==> src/rtl/grng_arith_pkg.sv <==
// ---------------------------------------------------------------------------
// grng_arith_pkg
// Shared definitions for the Gaussian generator arithmetic blocks (signed
// divider and signed multiplier).
//   - div_state_t      : divider FSM state encoding
//   - DEF_N_W, DEF_D_W : default datapath widths; DEF_D_W is also the
//                        multiplier operand width
//   - sat_pos, sat_neg : two's-complement saturation values for a given width
// ---------------------------------------------------------------------------
package grng_arith_pkg;

    localparam int DEF_N_W = 32;
    localparam int DEF_D_W = 16;

    typedef enum logic [1:0] {
        ST_IDLE = 2'd0,
        ST_CALC = 2'd1,
        ST_SIGN = 2'd2
    } div_state_t;

    // Largest positive value of a w-bit two's-complement number (w <= 64).
    function automatic logic [63:0] sat_pos(input int unsigned w);
        return (64'd1 << (w - 1)) - 64'd1;
    endfunction

    // Most negative value of a w-bit two's-complement number, as a w-bit
    // pattern in the low bits (w <= 64).
    function automatic logic [63:0] sat_neg(input int unsigned w);
        return 64'd1 << (w - 1);
    endfunction

endpackage

==> src/rtl/signed_divider_32by16_if.sv <==
// ---------------------------------------------------------------------------
// signed_divider_32by16_if
// Request/result bundle of the signed divider.
//   start, dividend, divisor           : request (master -> slave)
//   busy, done, quotient, remainder,
//   div_by_zero, overflow               : status/result (slave -> master)
// Modports: master (requester), slave (divider).
// ---------------------------------------------------------------------------
interface signed_divider_32by16_if
    import grng_arith_pkg::*;
#(
    parameter int N_W = DEF_N_W,
    parameter int D_W = DEF_D_W
) ();

    logic           start;
    logic [N_W-1:0] dividend;
    logic [D_W-1:0] divisor;
    logic           busy;
    logic           done;
    logic [N_W-1:0] quotient;
    logic [D_W-1:0] remainder;
    logic           div_by_zero;
    logic           overflow;

    modport master (
        output start, dividend, divisor,
        input  busy, done, quotient, remainder, div_by_zero, overflow
    );

    modport slave (
        input  start, dividend, divisor,
        output busy, done, quotient, remainder, div_by_zero, overflow
    );

endinterface

==> src/rtl/sign_mag_conv.sv <==
// ---------------------------------------------------------------------------
// sign_mag_conv
// Two's complement <-> sign + magnitude conversion, both directions being a
// conditional negate:
//   - to magnitude  : value = two's-complement number, negate = its MSB;
//                     result = |value| as a W-bit unsigned number (the most
//                     negative input maps to 2^(W-1), which still fits).
//   - to two's comp : value = magnitude, negate = sign; result = signed value.
// Ports:
//   value  in  W  operand
//   negate in  1  1 = return -value (mod 2^W), 0 = pass through
//   result out W  converted value
// ---------------------------------------------------------------------------
module sign_mag_conv #(
    parameter int W = 16
) (
    input  logic [W-1:0] value,
    input  logic         negate,
    output logic [W-1:0] result
);

    always_comb begin
        result = negate ? (~value + W'(1)) : value;
    end

endmodule

==> src/rtl/signed_divider_32by16.sv <==
// ---------------------------------------------------------------------------
// signed_divider_32by16
// Sequential signed divider: N_W-bit dividend / D_W-bit divisor, restoring
// division on magnitudes, one quotient bit per clock, sign fix-up at the end.
// Ports:
//   clk    in  clock, rising edge
//   reset  in  synchronous, active-high
//   bus    slave modport of signed_divider_32by16_if
//            start/dividend/divisor sampled in IDLE only
//            busy high while not IDLE, done one-cycle pulse
//            quotient/remainder/div_by_zero/overflow held until next done
// Build option: define DIVIDER_ROUND_EN to round the quotient to nearest
// (half away from zero) instead of truncating toward zero.
//
// state   | meaning
// --------+-----------------------------------------------------------
// ST_IDLE | waiting for start; operands latched as magnitudes + signs
// ST_CALC | N_W restoring steps, MSB first, one per clock
// ST_SIGN | apply signs / saturation, write results, pulse done
// ---------------------------------------------------------------------------
module signed_divider_32by16
    import grng_arith_pkg::*;
#(
    parameter int N_W = DEF_N_W,
    parameter int D_W = DEF_D_W
) (
    input  logic                   clk,
    input  logic                   reset,
    signed_divider_32by16_if.slave bus
);

    localparam int             CNT_W     = $clog2(N_W) + 1;
    localparam logic [CNT_W-1:0] LAST_STEP = CNT_W'(N_W - 1);
    localparam logic [N_W-1:0] Q_SAT_POS = N_W'(sat_pos(N_W));
    localparam logic [N_W-1:0] Q_SAT_NEG = N_W'(sat_neg(N_W));

    div_state_t       state;
    div_state_t       state_nxt;
    logic [CNT_W-1:0] count;

    // q_sr starts as |dividend|; each step shifts one dividend bit out of the
    // top and one quotient bit into the bottom, so after N_W steps it holds
    // the quotient magnitude.
    logic [N_W-1:0]   q_sr;
    logic [D_W-1:0]   rem_mag;
    logic [D_W-1:0]   div_mag;
    logic             sign_n;
    logic             sign_d;
    logic             dz_r;
    logic             ovf_r;

    logic             busy_c;
    logic             done_q;
    logic [N_W-1:0]   quotient_q;
    logic [D_W-1:0]   remainder_q;
    logic             div_by_zero_q;
    logic             overflow_q;

    logic [N_W-1:0]   dividend_mag;
    logic [D_W-1:0]   divisor_mag;

    // Restoring step. The stored partial remainder is always < |divisor|, so
    // it fits D_W bits; after the shift it needs D_W+1 bits, and the
    // subtraction result is known to be < |divisor| again, so its low D_W
    // bits are exact.
    logic [D_W:0]     shifted;
    logic             step_ge;
    logic [D_W-1:0]   rem_nxt;

    logic [N_W-1:0]   q_mag_fix;
    logic [D_W-1:0]   rem_fix;
    logic [N_W-1:0]   quot_tc;
    logic [D_W-1:0]   rem_tc;

    // ---------------------------------------------------------------- input
    sign_mag_conv #(.W(N_W)) u_conv_dividend (
        .value  (bus.dividend),
        .negate (bus.dividend[N_W-1]),
        .result (dividend_mag)
    );

    sign_mag_conv #(.W(D_W)) u_conv_divisor (
        .value  (bus.divisor),
        .negate (bus.divisor[D_W-1]),
        .result (divisor_mag)
    );

    // ---------------------------------------------------------------- FSM
    always_ff @(posedge clk) begin
        if (reset) begin
            state <= ST_IDLE;
        end else begin
            state <= state_nxt;
        end
    end

    always_comb begin
        state_nxt = state;
        unique case (state)
            ST_IDLE: begin
                if (bus.start) begin
                    state_nxt = (bus.divisor == '0) ? ST_SIGN : ST_CALC;
                end
            end
            ST_CALC: begin
                if (count == LAST_STEP) begin
                    state_nxt = ST_SIGN;
                end
            end
            ST_SIGN: begin
                state_nxt = ST_IDLE;
            end
            default: begin
                state_nxt = ST_IDLE;
            end
        endcase
    end

    always_comb begin
        busy_c = (state != ST_IDLE);
    end

    // ---------------------------------------------------------------- step
    always_comb begin
        shifted = {rem_mag, q_sr[N_W-1]};
        step_ge = (shifted >= {1'b0, div_mag});
        rem_nxt = step_ge ? (shifted[D_W-1:0] - div_mag) : shifted[D_W-1:0];
    end

    // ---------------------------------------------------------------- fix-up
`ifdef DIVIDER_ROUND_EN
    // Round half away from zero on magnitudes. The adjusted remainder
    // rem_mag - div_mag is negative (wraps in D_W bits); negating it with the
    // dividend sign below keeps remainder = dividend - quotient*divisor.
    logic round_up;

    always_comb begin
        round_up  = ({rem_mag, 1'b0} >= {1'b0, div_mag});
        q_mag_fix = q_sr + N_W'(round_up);
        rem_fix   = round_up ? (rem_mag - div_mag) : rem_mag;
    end
`else
    always_comb begin
        q_mag_fix = q_sr;
        rem_fix   = rem_mag;
    end
`endif

    sign_mag_conv #(.W(N_W)) u_conv_quotient (
        .value  (q_mag_fix),
        .negate (sign_n ^ sign_d),
        .result (quot_tc)
    );

    sign_mag_conv #(.W(D_W)) u_conv_remainder (
        .value  (rem_fix),
        .negate (sign_n),
        .result (rem_tc)
    );

    // ---------------------------------------------------------------- datapath
    always_ff @(posedge clk) begin
        if (reset) begin
            count         <= '0;
            q_sr          <= '0;
            rem_mag       <= '0;
            div_mag       <= '0;
            sign_n        <= 1'b0;
            sign_d        <= 1'b0;
            dz_r          <= 1'b0;
            ovf_r         <= 1'b0;
            done_q        <= 1'b0;
            quotient_q    <= '0;
            remainder_q   <= '0;
            div_by_zero_q <= 1'b0;
            overflow_q    <= 1'b0;
        end else begin
            done_q <= 1'b0;
            case (state)
                ST_IDLE: begin
                    if (bus.start) begin
                        q_sr    <= dividend_mag;
                        div_mag <= divisor_mag;
                        rem_mag <= '0;
                        count   <= '0;
                        sign_n  <= bus.dividend[N_W-1];
                        sign_d  <= bus.divisor[D_W-1];
                        dz_r    <= (bus.divisor == '0);
                        // Only -2^(N_W-1) / -1 has a quotient outside range.
                        ovf_r   <= (bus.dividend == Q_SAT_NEG) && (bus.divisor == '1);
                    end
                end
                ST_CALC: begin
                    q_sr    <= {q_sr[N_W-2:0], step_ge};
                    rem_mag <= rem_nxt;
                    count   <= count + CNT_W'(1);
                end
                ST_SIGN: begin
                    done_q        <= 1'b1;
                    div_by_zero_q <= dz_r;
                    overflow_q    <= ovf_r;
                    if (dz_r) begin
                        quotient_q <= sign_n ? Q_SAT_NEG : Q_SAT_POS;
                    end else if (ovf_r) begin
                        quotient_q <= Q_SAT_POS;
                    end else begin
                        quotient_q <= quot_tc;
                    end
                    remainder_q <= (dz_r || ovf_r) ? '0 : rem_tc;
                end
                default: begin
                end
            endcase
        end
    end

    // ---------------------------------------------------------------- outputs
    assign bus.busy        = busy_c;
    assign bus.done        = done_q;
    assign bus.quotient    = quotient_q;
    assign bus.remainder   = remainder_q;
    assign bus.div_by_zero = div_by_zero_q;
    assign bus.overflow    = overflow_q;

endmodule

==> src/flat_wrapper.sv <==
// flat-port wrapper written by rule: the top's interface ports become plain ports
module signed_divider_32by16_flat import grng_arith_pkg::*;
#(
    parameter int N_W = DEF_N_W,
    parameter int D_W = DEF_D_W
)
  (clk, reset, bus_start, bus_dividend, bus_divisor, bus_busy, bus_done, bus_quotient, bus_remainder, bus_div_by_zero, bus_overflow);
  signed_divider_32by16_if #(.N_W(N_W), .D_W(D_W)) bus_i ();
  input  logic clk;
  input  logic reset;
  input wire logic [$bits(bus_i.start)-1:0] bus_start;
  input wire logic [$bits(bus_i.dividend)-1:0] bus_dividend;
  input wire logic [$bits(bus_i.divisor)-1:0] bus_divisor;
  output wire logic [$bits(bus_i.busy)-1:0] bus_busy;
  output wire logic [$bits(bus_i.done)-1:0] bus_done;
  output wire logic [$bits(bus_i.quotient)-1:0] bus_quotient;
  output wire logic [$bits(bus_i.remainder)-1:0] bus_remainder;
  output wire logic [$bits(bus_i.div_by_zero)-1:0] bus_div_by_zero;
  output wire logic [$bits(bus_i.overflow)-1:0] bus_overflow;
  assign bus_i.start = bus_start;
  assign bus_i.dividend = bus_dividend;
  assign bus_i.divisor = bus_divisor;
  assign bus_busy = bus_i.busy;
  assign bus_done = bus_i.done;
  assign bus_quotient = bus_i.quotient;
  assign bus_remainder = bus_i.remainder;
  assign bus_div_by_zero = bus_i.div_by_zero;
  assign bus_overflow = bus_i.overflow;
  signed_divider_32by16 #(.N_W(N_W), .D_W(D_W)) u_core (.clk(clk), .reset(reset), .bus(bus_i));
endmodule
==> config.mk <==
export PLATFORM = sky130hd
export DESIGN_NAME = signed_divider_32by16_flat
export DESIGN_NICKNAME = d
export VERILOG_FILES = /design/src/rtl/grng_arith_pkg.sv /design/src/rtl/signed_divider_32by16_if.sv /design/src/rtl/sign_mag_conv.sv /design/src/rtl/signed_divider_32by16.sv /design/src/flat_wrapper.sv
export SDC_FILE = /design/constraint.sdc
export NUM_CORES = 1
export LEC_CHECK = 0
export CORE_MARGIN = 1
export CORE_UTILIZATION = 61
export DETAILED_ROUTE_END_ITERATION = 10
export HOLD_SLACK_MARGIN = 0.15
export PLACE_DENSITY = 0.88
export SYNTH_ARGS = -nofsm -noshare
export SYNTH_HDL_FRONTEND = slang
export SYNTH_HIERARCHICAL = 1
export SYNTH_SLANG_ARGS = --single-unit
==> constraint.sdc <==
create_clock -name clk -period 3.6 [get_ports clk]
set_input_delay 1.08 -clock clk [delete_from_list [all_inputs] [get_ports clk]]
set_output_delay 1.08 -clock clk [all_outputs]
set_load 0.05 [all_outputs]
==> results.yml, run 1 <==
synthesis:
  synth_async_sr_flop_share_pct: 0
  syn-cell-area_um2: 8240
  synth_cells: 1074
  yosys-top-cells-area: "dfxtp_1 31%, xnor2_1 8.8%, o21ai_0 6.4%, nand2_1 6.4%, nor2_1 5.1%"
  ys_seq_area_share_pct: 30.8
  syn-num-nets: 1147
  synth-edff-count: 0
  yosysMostFrequentCell: "nand2_1"
  synth_top_area_cell: "dfxtp_1"
  synth_top_cell_area_share_pct: 30.8
  yosys-top-cells-count: "141 x nand2_1, 127 x dfxtp_1, 112 x nor2_1"
  ys_types: 62
  yosys_warnings: 6
  synth_seq_cells: 127
  ys.flop_type: "dfxtp_1"
  avgSynthCellArea_um2: 7.67
timing:
  final_max_slew_viol_count: 0
  slew_headroom_pct: 27.6
  max_freq_ghz: 0.325
  period_needed_ns: 3.07
  skew_ns: 0.00646
  finalCritPeriodShare_pct: 85.4
  rsz0062_at_grt: "false"
  tns_ns: 0
  final_hold_viol_count: 0
  setup_viol: 0
  worstMarginPinSlew_ns: 1.08
  hold_slack_ns: 0.448
power:
  leakagePower_nw: 3.57
  max-vdd-ir-drop_v: 0.000466
  switching_share_pct: 40.4
  p_sw_mw: 2.49
  combPwrFrac_pct: 45.3
  p_int_mw: 3.67
  clkPwrFrac_pct: 26.2
  powerDensity_nw_per_um2: 620
  pwr-share-seq_pct: 28.5
route:
  highest_layer: "met4"
  wl_met3_um: 1850
  ant_nets: 0
  vias: 8234
  avgViaCountPerCell: 6.14
  wl_met1_um: 10100
  wl_um: 21700
  drt_iter0_markers: 941
  wl_per_cell_um: 16.2
  wl_met2_um: 9460
  detail_route.first_pass.iterations: 5
  drc: 0
clocking:
  cts_sinks: 127
  ctsHoldBuffers: 0
  h-tree-depth: 4
  cts_resized: 0
  cts_tree: "done"
  root_buffer: "clkbuf_16"
  clockBufferDepth: 2
  numCtsBuffers: 17
  postCtsSetupRepairBufs: 0
  clk_pin_slew_ns: 0.06
  insertion_delay_ns: 0.41
global_route:
  grt_usage_pct: 31.6
  grt_pass1_vias: 7421
  antenna_found_initial: 0
  overflow: 0
  grt_pass1_wl_um: 36200
  grt_max_degree: 54
floorplanning:
  die_x_um: 118
  die_h_um: 118
  io_pins: 103
  die-area_um2: 14000
  core_area_um2: 13200
  num_rows: 42
  start_util_pct: 62.5
critical_path:
  critical_path_arrival_ns: 3.38
  cp_cell_sequence: "clkdlybuf4s50_1 > nor4_4 > nand4b_2 > o41ai_2 > xnor2_1 > nor3b_1 > a21oi_1 > o221a_2"
  worst-r2r-setup-slack_ns: 0.98
  cp_num_buf_inv: 1
  path_class: "input pin to flip-flop"
  startpoint_type: "input pin"
  critPathTopFamily: "simple AND/OR/NAND/NOR gates"
  crit_fanout: 8
  cp-end-kind: "flip-flop"
  cpPeakStageDelay_ns: 0.54
  cp_slowest_cell: "nor4_4"
  worstPathRequired_ns: 3.91
cells_and_area:
  n_antenna_cell: 0
  num-nets-final: 1225
  multi_input_area_um2: 5320
  layout-drive-gt1-share_pct: 7.65
  syn_to_final_growth_pct: 20.6
  n_fill_cell: 1013
  seqCellArea_um2: 2540
  utilization_pct: 75.4
placed_design:
  portBuffers: 102
  gp_congestion: 0.912
  dpl.hpwl_um: 15400
flow_run:
  maxCapViolCount: 0
hold_path:
  hold_class: "flip-flop to flip-flop"
outcome:
  status: "finished clean"
==> worst register-to-register path, stage by stage (launching register included) <==
cell and delay, ns:
dfxtp_1 0.42, inv_1 0.09, ha_1 0.22, fa_1 0.40, nand2b_1 0.22, a21oi_1 0.44, o21ai_0 0.21, a31oi_1 0.25
xnor2_1 0.16, o21ai_0 0.09
==> cell usage in the layout, fill, tap and decap left out, drive strengths merged, types with 6 or more instances in the layout <==
cell           synthesis  routed
nand2                141     141
dfxtp                127     127
nor2                 113     113
o21ai                109     109
clkdlybuf4s50          0     101
xnor2                 83      83
a21oi                 71      71
nor3                  40      40
inv                   33      34
o31ai                 26      26
nor4                  25      25
o41ai                 25      25
buf                   14      22
clkbuf                50      22
ha                    21      21
a22oi                 19      19
o211ai                17      17
nand2b                16      16
xor2                  15      15
nand3                 13      13
nand4                 12      12
or3                   10      10
nor2b                  8       8
or4                    8       8
or2                    6       6
nand4b                 6       6
o31a                   6       6
==> through the flow <==
stage	std cells	worst slack [ns]	total power, mW	cell area [um2]
2_1_floorplan	1074	0.914	3.87	8240
3_3_place_gp	1309	0.225	4.38	9380
3_5_place_dp	1309	0.140	4.45	9380
4_1_cts	1340	0.561	6.08	9940
5_1_grt	1340	0.428	6.50	9940
6_report	1340	0.527	6.16	9940
==> power groups by stage <==
stage / Sequential [mW] / Clock [mW] / Combinational [mW]
5_1_grt: 1.78 / 1.70 / 3.03
3_3_place_gp: 1.77 / 0 / 2.62
4_1_cts: 1.75 / 1.61 / 2.72
6_report: 1.76 / 1.61 / 2.79
2_1_floorplan: 1.70 / 0 / 2.18
3_5_place_dp: 1.77 / 0 / 2.68
==> sequential cells by signal, summed over array words and instances (netlist names), 2 cells and up <==
| signal | count |
|---|---|
| u_core/bus.quotient | 32 |
| u_core/q_mag_fix | 32 |
| u_core/bus.remainder | 16 |
| u_core/div_mag | 16 |
| u_core/rem_fix | 16 |
| u_core/count | 6 |
| u_core/state | 2 |
==> final timing paths <==
kind                            from                 endpoint  depth (start not counted)
min reg2reg  u_core/bus.quotient[19]  u_core/bus.quotient[19]                          2
min          u_core/bus.quotient[19]  u_core/bus.quotient[19]                          2
max reg2reg     u_core/q_mag_fix[31]       u_core/rem_fix[12]                          9
max                  bus_dividend[4]     u_core/q_mag_fix[31]                          8
==> per-layer routing <==
layer,up-vias,GRT usage (%)
met2,404,47.8
met1,3803,46.7
met4,0,8.97
li1,4001,-
met5,-,0
met3,26,4.20
==> logic make-up (layout without fill, tap and decap cells) <==
kind of cell | count (synthesis) | after routing | synth area share (%)
adder cells (fa/ha/maj) | 22 | 22 | 3.43
flip-flops | 127 | 127 | 30.8
AND/OR/NAND/NOR | 415 | 415 | 25.3
AO/OA/AOI/OAI | 311 | 311 | 24.8
buffers and inverters | 97 | 187 | 4.72
XOR/XNOR | 98 | 98 | 10.4
multiplexers | 4 | 4 | 0.486
==> cell type report <==
type | count | share of cell area [%]
Clock buffer | 22 | 4.77
Clock inverter | 9 | 0.856
Inverter | 33 | 1.25
Multi-Input combinational cell | 850 | 53.5
Sequential cell | 127 | 25.6
Tap cell | 176 | 2.21
Timing Repair Buffer | 123 | 11.8
No activity file was read; power rests on OpenSTA's default activity.
==> inputs of run 2 (changes only) <==
--- a/config.mk
+++ b/config.mk
@@ -5,6 +5,7 @@
 export SDC_FILE = /design/constraint.sdc
 export NUM_CORES = 1
 export LEC_CHECK = 0
+export CAP_MARGIN = 20
 export CORE_MARGIN = 1
 export CORE_UTILIZATION = 61
 export DETAILED_ROUTE_END_ITERATION = 10
==> run 2 against run 1 <==
Compared with the run above:
- hold slack improved by 0.00089 ns
- critical path depth stayed put
- combinational power hardly changed
- clock skew hardly changed
- largest power group unchanged
==> results.yml, run 2 (synthesized netlist as in run 1, its figures left out) <==
route:
  wl_um: 21600
  ant_nets: 0
  avgViaCountPerCell: 6.13
  wl_met3_um: 1740
  wl_met2_um: 9410
  wl_per_cell_um: 16.1
  drc: 0
  drt_iter0_markers: 942
  vias: 8215
  highest_layer: "met4"
  detail_route.first_pass.iterations: 5
  wl_met1_um: 10200
timing:
  setup_viol: 0
  final_hold_viol_count: 0
  tns_ns: 0
  period_needed_ns: 3.05
  rsz0062_at_grt: "false"
  skew_ns: 0.00695
  final_max_slew_viol_count: 0
  slew_headroom_pct: 29.8
  max_freq_ghz: 0.328
  finalCritPeriodShare_pct: 84.6
  worstMarginPinSlew_ns: 1.05
  fin_ws_ns: 0.554
power:
  clkPwrFrac_pct: 26.2
  pwr-share-seq_pct: 28.6
  totalPowerFinal_mw: 6.15
  max-vdd-ir-drop_v: 0.000465
  switching_share_pct: 40.3
  p_int_mw: 3.67
  leakagePower_nw: 3.58
  combPwrFrac_pct: 45.2
  p_sw_mw: 2.48
  powerDensity_nw_per_um2: 618
critical_path:
  path_class: "input pin to flip-flop"
  worstPathRequired_ns: 3.90
  crit_fanout: 8
  cp-end-kind: "flip-flop"
  crit_start: "bus_dividend[4]"
  critical_path_arrival_ns: 3.35
  r2r-start: "u_core/q_mag_fix[31]"
  startpoint_type: "input pin"
placed_design:
  dp.cells: 1309
  portBuffers: 102
  dpl.hpwl_um: 15400
  gp_congestion: 0.912
  preCtsSetupSlack_ns: 0.140
  dpl_cell_area_um2: 9380
cells_and_area:
  n_antenna_cell: 0
  multi_input_area_um2: 5320
  layout_common_cells: "141 x nand2_1, 127 x dfxtp_1, 111 x nor2_1"
  fin_cells: 1341
  n_fill_cell: 1012
  final_common_cell: "nand2_1"
  num-nets-final: 1226
  seqCellArea_um2: 2540
  syn_to_final_growth_pct: 20.7
  layout-drive-gt1-share_pct: 7.73
  stdcell_area_um2: 9950
floorplanning:
  die_h_um: 118
  die-area_um2: 14000
  num_rows: 42
  die_x_um: 118
  io_pins: 103
  start_util_pct: 62.5
  core_area_um2: 13200
clocking:
  h-tree-depth: 4
  clockBufferDepth: 2
  cts_resized: 0
  postCtsSetupRepairBufs: 0
  root_buffer: "clkbuf_16"
  clk_pin_slew_ns: 0.06
  insertion_delay_ns: 0.41
  cts_sinks: 127
  ctsHoldBuffers: 0
  numCtsBuffers: 17
  cts_tree: "done"
global_route:
  grt_pass1_vias: 7421
  antenna_found_initial: 0
  grt_pass1_wl_um: 36200
  overflow: 0
  grt_usage_pct: 31.6
  grt_max_degree: 54
hold_path:
  min_from: "u_core/bus.quotient[19]"
  hold_class: "flip-flop to flip-flop"
outcome:
  status: "finished clean"
flow_run:
  maxCapViolCount: 0
==> run 2: cell type report <==
| cell class | instances | share of cell area [%] |
|---|---|---|
| Multi-Input combinational cell | 850 | 53.5 |
| Sequential cell | 127 | 25.6 |
| Timing Repair Buffer | 124 | 11.9 |
| Clock buffer | 22 | 4.77 |
| Tap cell | 176 | 2.21 |
| Inverter | 33 | 1.24 |
| Clock inverter | 9 | 0.855 |
==> run 2: power by group through the flow <==
stage | Clock, mW | Sequential (mW) | Combinational, mW
after global placement | 0 | 1.77 | 2.62
final | 1.61 | 1.76 | 2.78
after detailed placement | 0 | 1.77 | 2.68
after global routing | 1.70 | 1.78 | 3.04
after floorplan | 0 | 1.70 | 2.18
after CTS | 1.61 | 1.75 | 2.72
==> run 2: path summary, 6_finish.rpt <==
kind / slack [ns] / cells past startpoint / to
min: 0.45 / 2 / u_core/bus.quotient[19]
min reg2reg: 0.45 / 2 / u_core/bus.quotient[19]
max: 0.55 / 8 / u_core/q_mag_fix[31]
max reg2reg: 0.98 / 9 / u_core/rem_fix[12]
==> run 2: worst max-delay path, cell delays in order <==
cell and delay, ns:
clkdlybuf4s50_1 0.52, nor4_4 0.52, nand4b_2 0.26, o41ai_2 0.35
xnor2_1 0.11, nor3b_1 0.19, a21oi_1 0.06, o221a_2 0.24
==> run 2: stage by stage <==
| stage | util (%) | hold WS, ns |
|---|---|---|
| after CTS | 75.4 | 0.450 |
| final | 75.4 | 0.449 |
| after detailed placement | 71.1 | 0.444 |
| after global placement | 71.1 | 0.438 |
| after global routing | 75.4 | 0.469 |
| after floorplan | - | 0.436 |
==> run 2: metal layers <==
metal,global-route usage [%],vias to the layer above
met4,8.97,0
met3,4.20,29
li1,-,4004
met1,46.7,3783
met2,47.8,399
met5,0,-
==> inputs of run 3 (changes only) <==
--- a/config.mk
+++ b/config.mk
@@ -7,10 +7,10 @@
 export LEC_CHECK = 0
 export CAP_MARGIN = 20
 export CORE_MARGIN = 1
-export CORE_UTILIZATION = 61
+export CORE_UTILIZATION = 51
 export DETAILED_ROUTE_END_ITERATION = 10
 export HOLD_SLACK_MARGIN = 0.15
-export PLACE_DENSITY = 0.88
+export PLACE_DENSITY = 0.78
 export SYNTH_ARGS = -nofsm -noshare
 export SYNTH_HDL_FRONTEND = slang
 export SYNTH_HIERARCHICAL = 1
==> constraint.sdc (replaced) <==
create_clock -name clk -period 2.6 [get_ports clk]
set_input_delay 0.78 -clock clk [delete_from_list [all_inputs] [get_ports clk]]
set_output_delay 0.78 -clock clk [all_outputs]
set_load 0.05 [all_outputs]
==> run 3 against run 2 <==
Compared with the run above:
- non-clock buffer count grew 78
- hold slack got worse by 0.00052 ns
- cell count rose by 8.9%
- register-to-register slack got worse by 0.79 ns
- routed wire length up 3.7%
- flip-flop and latch count is the same
- first-iteration DRC count shrank 17%
- sequential share of layout area shrank 1.9 points
- global-route usage is 4.3 points lower
- sequential power grew 35%
- largest cell class unchanged
- largest power group unchanged
==> results.yml, run 3 (synthesized netlist as in run 1, its figures left out) <==
cells_and_area:
  layout-drive-gt1-share_pct: 14.2
  fin_cells: 1460
  num-nets-final: 1304
  multi_input_area_um2: 5360
  n_fill_cell: 1316
  final_common_cell: "nand2_1"
  n_antenna_cell: 0
  syn_to_final_growth_pct: 30.5
  seqCellArea_um2: 2540
  stdcell_area_um2: 10800
  layout_common_cells: "141 x nand2_1, 127 x dfxtp_1, 111 x nor2_1"
clocking:
  h-tree-depth: 4
  clockBufferDepth: 2
  insertion_delay_ns: 0.42
  root_buffer: "clkbuf_16"
  cts_sinks: 127
  clk_pin_slew_ns: 0.06
  ctsHoldBuffers: 0
  numCtsBuffers: 17
  cts_tree: "done"
global_route:
  top_usage_layer: "met2"
  globalRouteMet3Util_pct: 3.80
  grt_usage_pct: 27.3
  use_met1_pct: 40.4
  grt_max_degree: 53
  overflow: 0
  grt_pass1_vias: 7362
  grt_pass1_wl_um: 36500
  met2_usage_pct: 40.7
  antenna_found_initial: 0
timing:
  worstMarginPinSlew_ns: 1.01
  tns_ns: 0
  slew_headroom_pct: 32.2
  finalCritPeriodShare_pct: 95.2
  rsz0062_at_grt: "false"
  max_freq_ghz: 0.404
  setup_viol: 0
  final_max_slew_viol_count: 0
  skew_ns: 0.00989
  final_hold_viol_count: 0
  fin_ws_ns: 0.125
  period_needed_ns: 2.47
power:
  max-vdd-ir-drop_v: 0.000598
  leakagePower_nw: 4.03
  powerDensity_nw_per_um2: 865
placed_design:
  dp.cells: 1426
  preCtsSetupSlack_ns: -0.321
  gp_congestion: 0.924
  portBuffers: 102
  dpl_cell_area_um2: 10000
  dpl.hpwl_um: 16200
route:
  detail_route.first_pass.iterations: 5
  vias: 8339
  ant_nets: 0
  wl_per_cell_um: 15.4
  drc: 0
  wl_um: 22400
  avgViaCountPerCell: 5.71
  drt_iter0_markers: 781
critical_path:
  critical_path_arrival_ns: 2.82
  crit_fanout: 5
  startpoint_type: "input pin"
  worstPathRequired_ns: 2.94
  path_class: "input pin to flip-flop"
  worst-r2r-setup-slack_ns: 0.19
  cp-end-kind: "flip-flop"
floorplanning:
  die_x_um: 129
  start_util_pct: 52.1
  core_area_um2: 15800
  io_pins: 103
  die_h_um: 129
  num_rows: 46
  die-area_um2: 16700
hold_path:
  hold_class: "flip-flop to flip-flop"
outcome:
  status: "finished clean"
flow_run:
  maxCapViolCount: 0
run 3: cell types whose count changed in the layout (fill, tap and decap cells not counted), moves of 2 or more:
cell,change
o31ai_2,+2
bufinv_16,+5
clkinv_4,+2
clkbuf_8,-3
o31ai_1,-2
clkbuf_1,-2
buf_4,+77
clkinv_2,-3
inv_6,+3
run 3: timing repair:
item / in CTS / in global routing
buffers inserted: 0 / 2
pin swaps: 0 / 2
resized for setup: 1 / 8
endpoints found under the setup margin: 1 / 13
run 3: final timing paths:
check                          start                 endpoint  depth (start not counted)
max                   bus_divisor[4]       u_core/div_mag[15]                          7
min          u_core/bus.quotient[29]  u_core/bus.quotient[29]                          2
max reg2reg        u_core/rem_fix[7]        u_core/rem_fix[0]                          7
min reg2reg  u_core/bus.quotient[29]  u_core/bus.quotient[29]                          2
run 3: through the flow:
stage / util [%] / power (mW) / hold slack [ns]
floorplan: - / 5.36 / 0.436
global placement: 63.3 / 6.32 / 0.438
detailed placement: 63.3 / 6.40 / 0.446
CTS: 67.6 / 9.17 / 0.452
global route: 68.0 / 9.83 / 0.461
finish: 68.0 / 9.31 / 0.449
run 3: power by group:
part / switching, mW / leakage (nW) / internal (mW)
logic: 2.37 / 2.67 / 1.83
clock network: 0.926 / 0.325 / 1.81
registers: 0.255 / 1.04 / 2.11
total: 3.55 / 4.03 / 5.76
run 3: worst max-delay path: stages:
cell and delay, ns:
clkdlybuf4s50_1 0.41, or4_1 0.55, or3_4 0.43, o41ai_4 0.31, xnor2_1 0.16, nand2_1 0.06, a21oi_1 0.11
run 3: final cells by class:
class / instances / share of cell area, %
Sequential cell: 127 / 23.6
Multi-Input combinational cell: 850 / 49.8
Timing Repair Buffer: 202 / 16.5
Tap cell: 216 / 2.51
Inverter: 33 / 1.15
Clock buffer: 17 / 3.95
Clock inverter: 15 / 2.38
run 3: layer usage:
metal,wire (um),vias to the layer above
met5,0,-
met4,282,0
met3,1640,27
met2,9670,324
met1,10800,3831
li1,-,4157
